===== src/rtl/hazard_ctrl.sv =====
// hazard_ctrl: stall / forwarding controller for the 5-stage MIPS pipeline.
// Tracks the register-timing record (r_new/t_new/r_use) of the instructions
// in E, M and W and derives the D-stage stall, the E bubble and every
// forwarding-mux select from it.
// Optional feature macro: MDU_STALL_EN adds a multiply/divide busy counter
// that stalls HI/LO users while the MDU is working.
module hazard_ctrl #(
  parameter int MULT_CYCLES = 5,
  parameter int DIV_CYCLES  = 10
) (
  input  logic       clk,
  input  logic       reset,
  input  logic [4:0] d_r_use1,
  input  logic [4:0] d_r_use2,
  input  logic [1:0] d_t_use1,
  input  logic [1:0] d_t_use2,
  input  logic [4:0] d_r_new,
  input  logic [1:0] d_t_new,
  input  logic [1:0] d_md_op,
  input  logic       d_md_use,
  output logic       stall,
  output logic [1:0] fwd_d1,
  output logic [1:0] fwd_d2,
  output logic [1:0] fwd_e1,
  output logic [1:0] fwd_e2,
  output logic       fwd_m2
);

  // D forwarding select encodings
  localparam logic [1:0] FD_RF = 2'd0;
  localparam logic [1:0] FD_E  = 2'd1;
  localparam logic [1:0] FD_M  = 2'd2;
  localparam logic [1:0] FD_W  = 2'd3;

  // E forwarding select encodings
  localparam logic [1:0] FE_PR = 2'd0;
  localparam logic [1:0] FE_M  = 2'd1;
  localparam logic [1:0] FE_W  = 2'd2;

  // Scoreboard: E stage record
  logic [4:0] e_r_new_q,  e_r_new_d;
  logic [1:0] e_t_new_q,  e_t_new_d;
  logic [4:0] e_r_use1_q, e_r_use1_d;
  logic [4:0] e_r_use2_q, e_r_use2_d;

  // Scoreboard: M stage record
  logic [4:0] m_r_new_q,  m_r_new_d;
  logic [1:0] m_t_new_q,  m_t_new_d;
  logic [4:0] m_r_use2_q, m_r_use2_d;

  // Scoreboard: W stage record
  logic [4:0] w_r_new_q,  w_r_new_d;

  // Per-operand hazard terms
  logic       hz_d1;
  logic       hz_d2;
  logic       mdu_stall;

  // Saturating decrement of a stage timing field (clamps at 0).
  function automatic logic [1:0] dec_sat(input logic [1:0] t);
    return (t == 2'd0) ? 2'd0 : (t - 2'd1);
  endfunction

  // Register match that can never hit on $0.
  function automatic logic reg_match(input logic [4:0] a, input logic [4:0] b);
    return (a != 5'd0) && (a == b);
  endfunction

  // A D operand must wait if a younger producer will not have its result
  // by the time the operand is consumed.
  function automatic logic src_hazard(
    input logic [4:0] r_use,
    input logic [1:0] t_use,
    input logic [4:0] e_rn,
    input logic [1:0] e_tn,
    input logic [4:0] m_rn,
    input logic [1:0] m_tn
  );
    logic e_hit;
    logic m_hit;
    e_hit = reg_match(r_use, e_rn) && (e_tn > t_use);
    m_hit = reg_match(r_use, m_rn) && (m_tn > t_use);
    return e_hit || m_hit;
  endfunction

  // D-stage source select, youngest producer first. A younger match that is
  // not ready yet blocks older sources; the stall takes care of that case.
  function automatic logic [1:0] d_select(
    input logic [4:0] r_use,
    input logic [4:0] e_rn,
    input logic [1:0] e_tn,
    input logic [4:0] m_rn,
    input logic [1:0] m_tn,
    input logic [4:0] w_rn
  );
    logic [1:0] sel;
    sel = FD_RF;
    if (reg_match(r_use, e_rn)) begin
      sel = (e_tn == 2'd0) ? FD_E : FD_RF;
    end else if (reg_match(r_use, m_rn)) begin
      sel = (m_tn == 2'd0) ? FD_M : FD_RF;
    end else if (reg_match(r_use, w_rn)) begin
      sel = FD_W;
    end
    return sel;
  endfunction

  // E-stage source select: M if its result is ready, else W on a match.
  function automatic logic [1:0] e_select(
    input logic [4:0] r_use,
    input logic [4:0] m_rn,
    input logic [1:0] m_tn,
    input logic [4:0] w_rn
  );
    logic [1:0] sel;
    sel = FE_PR;
    if (reg_match(r_use, m_rn) && (m_tn == 2'd0)) begin
      sel = FE_M;
    end else if (reg_match(r_use, w_rn)) begin
      sel = FE_W;
    end
    return sel;
  endfunction

  // Data hazards for the two D-stage operands.
  always_comb begin
    hz_d1 = src_hazard(d_r_use1, d_t_use1, e_r_new_q, e_t_new_q, m_r_new_q, m_t_new_q);
    hz_d2 = src_hazard(d_r_use2, d_t_use2, e_r_new_q, e_t_new_q, m_r_new_q, m_t_new_q);
  end

  assign stall = hz_d1 | hz_d2 | mdu_stall;

  // Forwarding selects derived from the current scoreboard.
  always_comb begin
    fwd_d1 = d_select(d_r_use1, e_r_new_q, e_t_new_q, m_r_new_q, m_t_new_q, w_r_new_q);
    fwd_d2 = d_select(d_r_use2, e_r_new_q, e_t_new_q, m_r_new_q, m_t_new_q, w_r_new_q);
    fwd_e1 = e_select(e_r_use1_q, m_r_new_q, m_t_new_q, w_r_new_q);
    fwd_e2 = e_select(e_r_use2_q, m_r_new_q, m_t_new_q, w_r_new_q);
    fwd_m2 = reg_match(m_r_use2_q, w_r_new_q);
  end

  // Next scoreboard contents: D enters E (or a bubble on stall), E moves to
  // M and M to W, with the remaining-time fields counting down.
  always_comb begin
    e_r_new_d  = d_r_new;
    e_t_new_d  = dec_sat(d_t_new);
    e_r_use1_d = d_r_use1;
    e_r_use2_d = d_r_use2;
    if (stall) begin
      e_r_new_d  = 5'd0;
      e_t_new_d  = 2'd0;
      e_r_use1_d = 5'd0;
      e_r_use2_d = 5'd0;
    end
    m_r_new_d  = e_r_new_q;
    m_t_new_d  = dec_sat(e_t_new_q);
    m_r_use2_d = e_r_use2_q;
    w_r_new_d  = m_r_new_q;
  end

  // Scoreboard registers; synchronous reset empties every stage.
  always_ff @(posedge clk) begin
    if (reset) begin
      e_r_new_q  <= 5'd0;
      e_t_new_q  <= 2'd0;
      e_r_use1_q <= 5'd0;
      e_r_use2_q <= 5'd0;
      m_r_new_q  <= 5'd0;
      m_t_new_q  <= 2'd0;
      m_r_use2_q <= 5'd0;
      w_r_new_q  <= 5'd0;
    end else begin
      e_r_new_q  <= e_r_new_d;
      e_t_new_q  <= e_t_new_d;
      e_r_use1_q <= e_r_use1_d;
      e_r_use2_q <= e_r_use2_d;
      m_r_new_q  <= m_r_new_d;
      m_t_new_q  <= m_t_new_d;
      m_r_use2_q <= m_r_use2_d;
      w_r_new_q  <= w_r_new_d;
    end
  end

`ifdef MDU_STALL_EN
  localparam logic [1:0] MD_MULT = 2'b01;
  localparam logic [1:0] MD_DIV  = 2'b10;

  logic [1:0] e_md_op_q, e_md_op_d;
  logic [3:0] busy_q,    busy_d;
  logic       e_md_start;

  // A multiply or divide sitting in E is about to start the unit.
  assign e_md_start = (e_md_op_q == MD_MULT) || (e_md_op_q == MD_DIV);

  // HI/LO users wait while an operation is starting or still in flight.
  assign mdu_stall = d_md_use && ((busy_q != 4'd0) || e_md_start);

  // Next md_op for E and next busy count.
  always_comb begin
    e_md_op_d = stall ? 2'b00 : d_md_op;
    busy_d    = (busy_q == 4'd0) ? 4'd0 : (busy_q - 4'd1);
    if (e_md_op_q == MD_MULT) begin
      busy_d = 4'(MULT_CYCLES);
    end else if (e_md_op_q == MD_DIV) begin
      busy_d = 4'(DIV_CYCLES);
    end
  end

  // MDU op tracking and busy counter; cleared by reset.
  always_ff @(posedge clk) begin
    if (reset) begin
      e_md_op_q <= 2'b00;
      busy_q    <= 4'd0;
    end else begin
      e_md_op_q <= e_md_op_d;
      busy_q    <= busy_d;
    end
  end
`else
  // Without the MDU tracker the HI/LO inputs and cycle counts have no effect.
  logic [3:0] unused_mdu;
  assign unused_mdu = {d_md_op, d_md_use, 1'b0} ^ 4'(MULT_CYCLES) ^ 4'(DIV_CYCLES);
  assign mdu_stall  = 1'b0;
`endif

endmodule


===== config.mk =====
export PLATFORM = sky130hd
export DESIGN_NAME = hazard_ctrl
export DESIGN_NICKNAME = d
export VERILOG_FILES = /design/src/rtl/hazard_ctrl.sv
export SDC_FILE = /design/constraint.sdc
export NUM_CORES = 1
export LEC_CHECK = 0
export CAP_MARGIN = 20
export CORE_ASPECT_RATIO = 0.6
export CORE_MARGIN = 5
export CORE_UTILIZATION = 38
export CTS_BUF_LIST = sky130_fd_sc_hd__clkbuf_16
export CTS_CLUSTER_DIAMETER = 50
export DETAILED_ROUTE_END_ITERATION = 10
export SYNTH_ARGS = -nofsm -noshare
export SYNTH_HDL_FRONTEND = slang
export SYNTH_SLANG_ARGS = --single-unit

===== constraint.sdc =====
create_clock -name clk -period 1.87 [get_ports clk]
set_input_delay 0.374 -clock clk [delete_from_list [all_inputs] [get_ports clk]]
set_output_delay 0.374 -clock clk [all_outputs]
set_load 0.005 [all_outputs]

==> results.txt <==
Complex-gate fraction of the synthesized area -> 4.52%
Crit-path max cell delay -> 0.55 ns
Final Non-Filler Cells -> 371
CP endpoint kind -> primary output
Routed WL per cell -> 16.6 um
Synth Area in Simple Gates -> 23.9%
Synth Register Bits -> 34
Syn nets -> 250
Yosys warning count -> 0
Final number of setup-violating endpoints -> 9
Skew-Pair Late Insertion Delay -> 0.27 ns
Fin worst setup slack -> -0.233 ns
Root Buffer -> clkbuf_16
DRT Pass-1 Iters -> 4
Die Y -> 66.1 um
Post-synthesis mux area share -> 2.13%
Vias/cell -> 4.87
RSZ-0062 raised after global routing -> yes
Largest family of logic cells by synthesized area -> simple AND/OR/NAND/NOR gates
Area of the die -> 6840 um2
Total global routing overflow -> 0
Critical Path Most Common Cell -> nor4_2
Hold WC Path Type -> input port to register
Fillers -> 402
CTS Sinks -> 34
Core box area -> 5080 um2
Final Skew -> 0.00395 ns
Synth area leaders -> dfxtp_1 34%, xor2_1 14%, xnor2_1 9.7%, ha_1 6.3%, nor2b_1 6.0%
Worst endpoint required time -> 1.50 ns
Cell count after placement -> 353
Area of the multi-input gates -> 1560 um2
Synth unique cells -> 25
Gate Count Post-Synth -> 214
Total routed wirelength -> 6170 um
Adder-Cell Fraction of Synth Area -> 6.28%
CTS Buf Count -> 5
Register share of total power -> 37.5%
FF+latch area -> 726 um2
Hold Vio Cnt, Final -> 0
Worst hold slack -> 0.417 ns
Reg clk slew, reported paths -> 0.05 ns
Pwr Density -> 640 nW/um2
Mapped Avg Cell Area -> 9.31 um2
Cell Rows -> 20
Die width -> 104 um
Area delta synth->final -> 69.7%
Pre-CTS WS -> -0.968 ns
CTS HTree Levels -> 2
Slew margin rel. -> 78.8%
Max-Cap Viols -> 0
Number of port buffers -> 32
Total track usage -> 18.7%
Clock Path Buffers -> 2
Initial antenna violation count -> 0
Outcome -> finished with violations
CTS tree -> done
Clk network pwr share -> 35.6%
Pins Over Slew Limit -> 0
Share of post-route cells with drive strength above 1 -> 54.1%
Antenna diodes -> 0
First-pass GRT wire length -> 10,100 um
# IOs -> 36
Via count -> 1,806
Maximum fanout along the worst path -> 2
Tmin final -> 2.10 ns
Register area share after synthesis -> 34.1%
Final TNS setup -> -1.80 ns
Internal cell power -> 1570 uW
Cts hold-fix bufs -> 0
Largest net degree at the start of global routing -> 20
Final net count -> 340
Dominant cell type by area after synthesis -> dfxtp_1
Crit path kind -> register to primary output
Worst-Margin Slew -> 0.315 ns
Vias in the first global route -> 1,963
CP Launch Point -> e_r_use2_q[1]
1st-iter DRT viols -> 70
Fmax -> 0.476 GHz
Post-synthesis xor/xnor area fraction -> 23.7%
ANT nets after route -> 0
Arrival time worst endpoint -> 1.73 ns
Mapped cell area -> 1990 um2
RePlAce Congestion -> 0.808
Yosys top cell area share -> 34.1%
Leak Pwr -> 0.00149 uW
Worst VDD drop -> 0.000395 V
Logic gate share of total power -> 26.9%
Reg2reg start -> e_r_new_q[0]
DRC violations left -> 0
DP HPWL -> 4170 um
Initial Utilization -> 39.2%
Post-layout util -> 66.6%
Final worst-path cycle share -> 112%
CP cell instances -> or4_4 > nor2_4 > nor4_2 > nor4_2 > buf_2
Psw -> 591 uW
Worst path slowest cell -> or4_4
Violated checks -> negative setup slack
Switching Share -> 27.3%
Hold wc startpoint -> d_r_use1[1]
CP startpoint kind -> register
-- worst max-delay path, delay by kind of cell, from the launching register on --
| kind | cells | cell delay, ns |
|---|---|---|
| buf+inv | 1 | 0.15 |
| simple gates | 4 | 0.99 |
| flops | 1 | 0.32 |
-- final timing paths --
| path | to | slack, ns | cells after the start |
|---|---|---|---|
| worst min register to register | m_t_new_q[0] | 0.47 | 1 |
| worst max-delay path | fwd_e2[1] | -0.23 | 5 |
| worst min-delay path | e_r_use1_q[1] | 0.42 | 2 |
| worst max register to register | e_r_use1_q[4] | 0.12 | 6 |
-- kinds of logic (layout without fill, tap and decap cells) --
| kind of cell | after synthesis | after routing |
|---|---|---|
| flip-flops | 34 | 34 |
| adder cells (fa/ha/maj) | 10 | 10 |
| buffers and inverters | 25 | 116 |
| AND/OR/NAND/NOR | 76 | 76 |
| multiplexers | 4 | 4 |
| AO/OA/AOI/OAI | 11 | 11 |
| XOR/XNOR | 54 | 54 |
-- per-stage QoR --
| step | power (uW) | cell area (um2) |
|---|---|---|
| floorplan | 1030 | 1990 |
| detailed placement | 1280 | 2760 |
| global placement | 1270 | 2760 |
| finish | 2170 | 3380 |
| global route | 2270 | 3380 |
| CTS | 2140 | 3290 |
-- cell usage in the layout, fill, tap and decap left out, types with 3 or more instances in the layout --
| cell type | n |
|---|---|
| xnor2_2 | 11 |
| buf_6 | 22 |
| nor4_4 | 5 |
| dfxtp_1 | 14 |
| nor3_2 | 3 |
| nand4_1 | 3 |
| nor3_1 | 4 |
| nor3b_1 | 11 |
| nor2_1 | 4 |
| dfxtp_2 | 12 |
| dfxtp_4 | 8 |
| buf_4 | 46 |
| nor4_2 | 5 |
| clkdlybuf4s50_1 | 8 |
| buf_2 | 13 |
| xor2_2 | 3 |
| nand3_1 | 4 |
| dlygate4sd2_1 | 3 |
| xor2_1 | 29 |
| nor2b_1 | 19 |
| nor2_4 | 3 |
| ha_4 | 4 |
| a21oi_1 | 3 |
| xnor2_1 | 11 |
| ha_1 | 5 |
| inv_1 | 10 |
| clkbuf_16 | 5 |
-- synthesized netlist by cell type --
library cell  number
dfxtp_1           34
mux2_2             2
nor2b_1           19
nand4_4            1
or4_1              4
nor2_1             8
and2_2             1
mux2i_1            2
a211oi_1           2
buf_8              1
ha_1              10
clkbuf_1          13
and2_1             3
xor2_1            32
a211o_2            2
inv_1             11
nor3b_1           13
nand3_1            6
xnor2_1           22
a2bb2oi_1          2
nand4_1            3
a21oi_1            3
nor3_1             7
nor4_1            11
a2111o_1           2
-- cell type report --
cell class                 count  share of cell area [%]
multi-input combinational    155                    46.2
timing repair buffer          97                    24.7
sequential                    34                    21.4
clock buffer                   5                    3.70
tap                           66                    2.44
inverter                      11                    1.22
clock inverter                 3                   0.370
-- per-layer routing --
metal | share of wire, % | global-route usage, % | vias to the layer above | wire (um)
li1 | - | - | 902 | -
met1 | 51 | 26.4 | 851 | 3150
met2 | 44 | 30.2 | 45 | 2690
met3 | 4.1 | 3.71 | 8 | 255
met4 | 1.2 | 2.95 | 0 | 74
met5 | 0 | 0 | - | 0
-- flip-flops by register name (all words and copies together), names as in the netlist --
signal / count
e_r_use2_q: 5
e_t_new_q: 2
m_r_use2_q: 5
e_r_new_q: 5
m_r_new_q: 5
e_r_use1_q: 5
w_r_new_q: 5
m_t_new_q: 2
-- power groups by stage --
stage	registers [uW]	logic, uW	clock network [uW]
5_1_grt	817	632	821
3_5_place_dp	821	459	0
4_1_cts	810	547	778
2_1_floorplan	805	228	0
3_3_place_gp	821	454	0
6_report	812	582	771
-- what timing repair did --
| item | 4_1_cts | 5_1_grt |
|---|---|---|
| pin swaps | 46 | 14 |
| resized for setup | 169 | 23 |
| endpoints found under the setup margin | 27 | 27 |
| cloned | 0 | 0 |
| setup buffers | 8 | 2 |
Note: power is estimated with default switching activity, not from simulation.
